===== config.mk =====
export PLATFORM = sky130hd
export DESIGN_NAME = booth_pp_reducer
export DESIGN_NICKNAME = d
export VERILOG_FILES = /design/src/rtl/fp_mult_pkg.sv /design/src/rtl/booth_pp_reducer_csa.sv /design/src/rtl/booth_pp_reducer.sv
export SDC_FILE = /design/constraint.sdc
export NUM_CORES = 1
export LEC_CHECK = 0
export CORE_UTILIZATION = 57
export DETAILED_ROUTE_END_ITERATION = 16
export GPL_TIMING_DRIVEN = 0
export PLACE_DENSITY_LB_ADDON = 0.1
export RECOVER_POWER = 25
export REMOVE_ABC_BUFFERS = 1
export SLEW_MARGIN = 20
export SYNTH_ARGS = -nofsm -noshare
export SYNTH_HDL_FRONTEND = slang
export SYNTH_SLANG_ARGS = --single-unit

===== constraint.sdc =====
create_clock -name iClk -period 5.9 [get_ports iClk]
set_clock_uncertainty 0.15 [all_clocks]
set_input_delay 1.18 -clock iClk [delete_from_list [all_inputs] [get_ports iClk]]
set_output_delay 1.18 -clock iClk [all_outputs]
set_load 0.05 [all_outputs]

===== src/rtl/fp_mult_pkg.sv =====
// ============================================================================
// Module  : fp_mult_pkg
// Brief   : Shared types and 3:2 carry-save helper for the Booth PP reducer.
// Rev     : 1.0  initial release
// ============================================================================
`default_nettype none

package fp_mult_pkg;

    localparam int PP_W   = 2 * 16;
    localparam int NUM_PP = 6;

    typedef logic [PP_W-1:0] pp_t;
    typedef pp_t pp_vec_t [NUM_PP];

    // Returns {sum, carry<<1}; the carry out of the MSB is dropped (mod 2^PP_W).
    function automatic logic [2*PP_W-1:0] csa32(input pp_t a, input pp_t b, input pp_t c);
        pp_t s;
        pp_t m;
        s = a ^ b ^ c;
        m = (a & b) | (a & c) | (b & c);
        return {s, m << 1};
    endfunction

endpackage

`default_nettype wire


===== src/rtl/booth_pp_reducer_csa.sv =====
// ============================================================================
// Module  : pp_csa_3to2
// Brief   : Combinational 3:2 carry-save adder, PP_W bits wide.
// Rev     : 1.0  initial release
// ============================================================================
`default_nettype none

module pp_csa_3to2
    import fp_mult_pkg::*;
(
    input  pp_t i_a,
    input  pp_t i_b,
    input  pp_t i_c,
    output pp_t o_sum,
    output pp_t o_carry
);

    logic [2*PP_W-1:0] w_res;

    assign w_res   = csa32(i_a, i_b, i_c);
    assign o_sum   = w_res[2*PP_W-1:PP_W];
    assign o_carry = w_res[PP_W-1:0];

endmodule

`default_nettype wire


===== src/rtl/booth_pp_reducer.sv =====
// ============================================================================
// Module  : booth_pp_reducer
// Brief   : 3-stage CSA tree + CPA reducing six radix-8 Booth partial products.
//           Optional accumulator enabled by macro PP_REDUCE_ACC_EN.
// Rev     : 1.0  initial release
// ============================================================================
`default_nettype none

module booth_pp_reducer
    import fp_mult_pkg::*;
#(
    parameter int BITS = 16
) (
    input  logic                     iClk,
    input  logic                     iRst_n,
`ifdef PP_REDUCE_ACC_EN
    input  logic                     iAccClr,
    output logic [2*BITS+7:0]        oAcc,
`endif
    input  logic                     iValid,
    output logic                     oReady,
    input  logic [NUM_PP*2*BITS-1:0] iPP,
    output logic                     oValid,
    input  logic                     iReady,
    output logic [2*BITS-1:0]        oZ
);

    if (2 * BITS != PP_W) begin : g_width_chk
        $error("BITS does not match the package partial-product width");
    end

    pp_vec_t w_pp;

    for (genvar k = 0; k < NUM_PP; k++) begin : g_unpack
        assign w_pp[k] = iPP[k*PP_W +: PP_W];
    end

    // One global enable stalls every stage together, so bubbles travel with data.
    logic w_adv;
    logic r_s1_vld, r_s2_vld, r_s3_vld;
    pp_t  r_s1_a, r_s1_b, r_s1_c, r_s1_d;
    pp_t  r_s2_sum, r_s2_cry;
    pp_t  r_z;
    pp_t  w_lo_sum, w_lo_cry, w_hi_sum, w_hi_cry;
    pp_t  w_t_sum, w_t_cry, w_s2_sum, w_s2_cry;

    assign w_adv  = ~r_s3_vld | iReady;
    assign oReady = w_adv;
    assign oValid = r_s3_vld;
    assign oZ     = r_z;

    pp_csa_3to2 u_csa_lo (.i_a(w_pp[0]), .i_b(w_pp[1]), .i_c(w_pp[2]), .o_sum(w_lo_sum), .o_carry(w_lo_cry));
    pp_csa_3to2 u_csa_hi (.i_a(w_pp[3]), .i_b(w_pp[4]), .i_c(w_pp[5]), .o_sum(w_hi_sum), .o_carry(w_hi_cry));
    pp_csa_3to2 u_csa_m1 (.i_a(r_s1_a), .i_b(r_s1_b), .i_c(r_s1_c), .o_sum(w_t_sum), .o_carry(w_t_cry));
    pp_csa_3to2 u_csa_m2 (.i_a(w_t_sum), .i_b(w_t_cry), .i_c(r_s1_d), .o_sum(w_s2_sum), .o_carry(w_s2_cry));

    always_ff @(posedge iClk or negedge iRst_n) begin
        if (!iRst_n) begin
            r_s1_vld <= 1'b0;
            r_s2_vld <= 1'b0;
            r_s3_vld <= 1'b0;
            r_s1_a   <= '0;
            r_s1_b   <= '0;
            r_s1_c   <= '0;
            r_s1_d   <= '0;
            r_s2_sum <= '0;
            r_s2_cry <= '0;
            r_z      <= '0;
        end else if (w_adv) begin
            r_s1_vld <= iValid;
            r_s1_a   <= w_lo_sum;
            r_s1_b   <= w_lo_cry;
            r_s1_c   <= w_hi_sum;
            r_s1_d   <= w_hi_cry;
            r_s2_vld <= r_s1_vld;
            r_s2_sum <= w_s2_sum;
            r_s2_cry <= w_s2_cry;
            r_s3_vld <= r_s2_vld;
            // The visible result only moves when a real operation arrives.
            if (r_s2_vld) begin
                r_z <= r_s2_sum + r_s2_cry;
            end
        end
    end

`ifdef PP_REDUCE_ACC_EN
    logic [PP_W+7:0] r_acc;
    logic [PP_W+7:0] w_acc_base;

    assign w_acc_base = iAccClr ? '0 : r_acc;
    assign oAcc       = r_acc;

    always_ff @(posedge iClk or negedge iRst_n) begin
        if (!iRst_n) begin
            r_acc <= '0;
        end else if (r_s3_vld && iReady) begin
            r_acc <= w_acc_base + {{8{r_z[PP_W-1]}}, r_z};
        end else if (iAccClr) begin
            r_acc <= '0;
        end
    end
`else
    // Accumulator not present in this build.
`endif

endmodule

`default_nettype wire


Word-level counts from Yosys, hierarchy flattened
Cells that the tools add are included.
Storage, ports and cells
  word-level logic and storage cells: 42
  bits in registers: 224
  output and inout port bits: 34
  input bits: 196
Cells by class
  $add $sub $neg: 1
  bitwise operators: 30
  reductions and logical operators: 1
Operator list (number)
  $and A31 B31 Y31: 12
  $xor A32 B32 Y32: 8
  $or A31 B31 Y31: 8
  $add A32 B32 Y32: 1
  $reduce_and A2 Y1: 1
  $not A1 Y1: 1
  $or A1 B1 Y1: 1

Logic depth before layout (Yosys ltp)
  depth in word-level cells: 6
  mapped depth: 11
  gate-level depth less buffers: 11

Hierarchy
A second synthesis with hierarchy kept.
Unflattened totals
  cell total of the unflattened synthesis: 1334
  area, all modules: 12907.4 µm²
By module, submodules not included
  booth_pp_reducer: seq. area each 5680.4 µm², cells each 1198, area each 10284.9 µm², instances 1
  pp_csa_3to2: seq. area each 0.0 µm², cells each 34, area each 655.6 µm², instances 4

Worst setup path before layout
No wires, ideal clock.
  path kind: input to output
  start point: input iReady
  end point: output oReady
  arrival: 2.110 ns
  path slack: 2.460 ns
  required time: 4.570 ns
  cell stages on the path: 4
  path buffers: 2
  cell sequence: nor2b_1 clkbuf_1 inv_2 clkbuf_1
On the way
  cells in the longest elaborated chain, start to end: 1
RTL lines
  from (decl): line booth_pp_reducer.sv:24  | input logic iReady,
  $or A1 B1 Y1: line booth_pp_reducer.sv:47  | assign w_adv = ~r_s3_vld | iReady;
  to (decl): line booth_pp_reducer.sv:21  | output logic oReady,
Every way passes these cells.

Final worst setup path
Ends and elaborated chain as after synthesis.

==> results.toml <==
[status]
status = "complete, but fails checks"
violations = "capacitance limit, slew limit"

[synth]
synth_most_common_cell = "nand2_1"
syn-mean-instance-area_um2 = 9.84
synth_commonest_cells = "nand2_1, dfrtp_1, fa_1"
synth_cell_type_count = 51
synthCells = 1251
synth_top_area_share_pct = 45.3
synth_edf_count = 0
yosys_most_used_dff = "dfrtp_1"
ys_ff_latch = 223
synth.area.top_cells = "dfrtp_1, fa_1, nand2_1"
synth_area_mm2 = 0.0123
async_flop_share_pct = 100
yosys.area.top_type = "dfrtp_1"
seq_area_frac_synth_pct = 45.3
synth_warnings = 0

[global_route]
antenna_found_initial = 0
grt_max_degree = 119
first_global_vias = 9197
track_usage_pct = 24.3
grt_pass1_wl_um = 43600
overflow = 0

[layout]
area_growth_pct = 28.6
postLayoutCellArea_mm2 = 0.0158
antenna_cells = 0
layout.nets = 1814
fillers = 1533
stdcell_count = 1758
layout-drive-gt1-share_pct = 4.18

[setup_path]
worst_ep_required_time_ns = 4.57
end_kind = "primary output"
start_kind = "input port"
crit_fanout = 118
critPathKind = "input port to primary output"
arrival_ns = 3.86

[power_and_ir_drop]
comb_power_share_pct = 50.5
ir_drop_mv = 0.267
switchingPower_mw = 3.40
pwr-share-seq_pct = 30.7
pwr_density_cell_mw_per_mm2 = 516
p_int_mw = 4.77
p_clk_share_pct = 18.8
netSwitchingFraction_pct = 41.6
total_power_mw = 8.17
p_leak_nw = 7.52

[cts]
cts_hold_buffers = 0
cts-resized-gates = 0
ctsRootBufferMaster = "clkbuf_16"
clkTransAtPathRegs_ns = 0.06
cts_tree = "built"
cts.htree.levels = 1
worstSkewPairLatency_ns = 0.52
clock_sinks = 223
clk_path_buf_depth = 3
cts_setup_buffers = 0
cts_buffers = 24

[sta]
finalSetupViolCount = 0
finalHoldViolations = 0
min_period_over_period_pct = 87.9
drv_slew = 64
rsz0062_at_grt = "no"
fmax_mhz = 193
relSlewSlack_pct = -145
setup_ws_ns = 0.713
finalSetupTns_ns = 0
worst_pin_slew_ns = 3.67
period_needed_ns = 5.19

[placed_design]
place_congestion = 0.828
hpwlAfterDp_um = 18300
place_ws_ns = 0.743
place_inst = 1714
placed_area_mm2 = 0.0150
port-buffer-count = 229

[detailed_routing]
via_per_inst = 5.15
via_count = 9056
routed_wl_um = 25400
wire_per_inst_um = 14.5
drcViolationCount = 0
drt-pass1-iter-count = 4
ant_nets = 0
drtIter0Drc = 400

[floorplanning]
io_pins = 230
initial_core_util_pct = 58.4
die_area_mm2 = 0.0222
die_x_um = 149
core-area_mm2 = 0.0211
num_rows = 53
die_h_um = 149

[hold_path]
hp-class = "flop to flop"

[flow_run]
maxCapViolCount = 1
==> layout by cell type, fill, tap and decap left out, types with 3 or more instances in the layout <==
cell | synthesis | routed
a211oi_1 | 5 | 5
nor3_1 | 4 | 4
nand2_1 | 608 | 607
o311ai_1 | 3 | 3
clkbuf_16 | 0 | 25
fa_1 | 123 | 123
nand3_1 | 5 | 5
o21ai_0 | 29 | 29
buf_16 | 0 | 8
a21oi_2 | 6 | 6
o211ai_1 | 6 | 6
a21oi_1 | 26 | 26
bufinv_16 | 0 | 3
xor2_1 | 14 | 14
and3_1 | 3 | 3
nor2_1 | 10 | 10
clkinv_2 | 0 | 4
nand2b_1 | 6 | 6
clkbuf_1 | 42 | 10
xnor2_1 | 19 | 19
a21o_1 | 12 | 12
dfrtp_1 | 223 | 223
and2_1 | 3 | 3
ha_1 | 30 | 30
nand4_1 | 5 | 5
clkbuf_8 | 0 | 3
clkdlybuf4s50_1 | 0 | 228
inv_1 | 11 | 11
o21ai_1 | 17 | 17
==> sequential cells by signal, indices dropped and copies added, names as in the netlist <==
signal	flops
r_s1_d	31
r_s1_c	32
r_s2_sum	32
r_s1_a	32
r_s2_cry	30
oValid	1
oZ	32
r_s1_vld	1
r_s2_vld	1
r_s1_b	31
==> metal layers <==
metal	GRT usage (%)	routed length, µm	vias up	part of all wire, %
met1	33.8	11000	4401	43
met4	6.73	491	0	1.9
li1	-	-	4394	-
met2	39.9	12400	224	49
met5	0	0	-	0
met3	3.98	1500	37	5.9
==> power by group through the flow <==
stage	Sequential [mW]	Combinational [mW]	Clock, mW
6_report	2.51	4.13	1.54
5_1_grt	2.59	4.66	1.63
4_1_cts	2.51	4.17	1.56
3_5_place_dp	2.53	4.12	0
3_3_place_gp	2.51	4.05	0
2_1_floorplan	2.83	2.62	0
==> cell families after synthesis <==
group / share of synthesized area, %
buf+inv: 1.96
xor+xnor: 2.35
mux: 0.0915
fa+ha+maj: 23.0
compound gates: 6.59
flops: 45.3
simple gates: 20.6
==> critical path: stages <==
cell and delay [ns]:
clkdlybuf4s50_1 0.50, nor2b_4 0.11, buf_16 0.17, buf_16 0.16, inv_8 0.31, buf_16 0.37
clkdlybuf4s50_1 0.90
==> area by class of cell <==
cell class	count	area [µm²]	share of cell area, %
multi-input cells	965	6500	41.1
inverters	12	52.6	0.332
well taps	275	344	2.17
flip-flops and latches	223	5580	35.2
clock inverters	7	110	0.695
repair buffers	239	2550	16.1
clock buffers	37	701	4.42
==> worst paths after layout <==
kind                           from         end  slack, ns  cells past startpoint
max                          iReady      oReady       0.71                      7
min                        r_s1_vld    r_s1_vld       0.32                      2
max reg2reg                  oValid      oZ[25]       2.83                      8
min reg2reg                r_s1_vld    r_s1_vld       0.32                      2
max in group asynchronous    iRst_n  r_s1_a[19]       1.75                      1
min in group asynchronous    iRst_n   r_s1_a[5]       1.75                      1
==> through the flow <==
stage                     hold slack, ns  util, %
final                              0.317     75.1
after global routing               0.341     75.1
after CTS                          0.320     75.2
after detailed placement           0.306     71.3
after global placement             0.299     70.0
after floorplan                    0.289        -
Power figures use the tool's default switching activity.
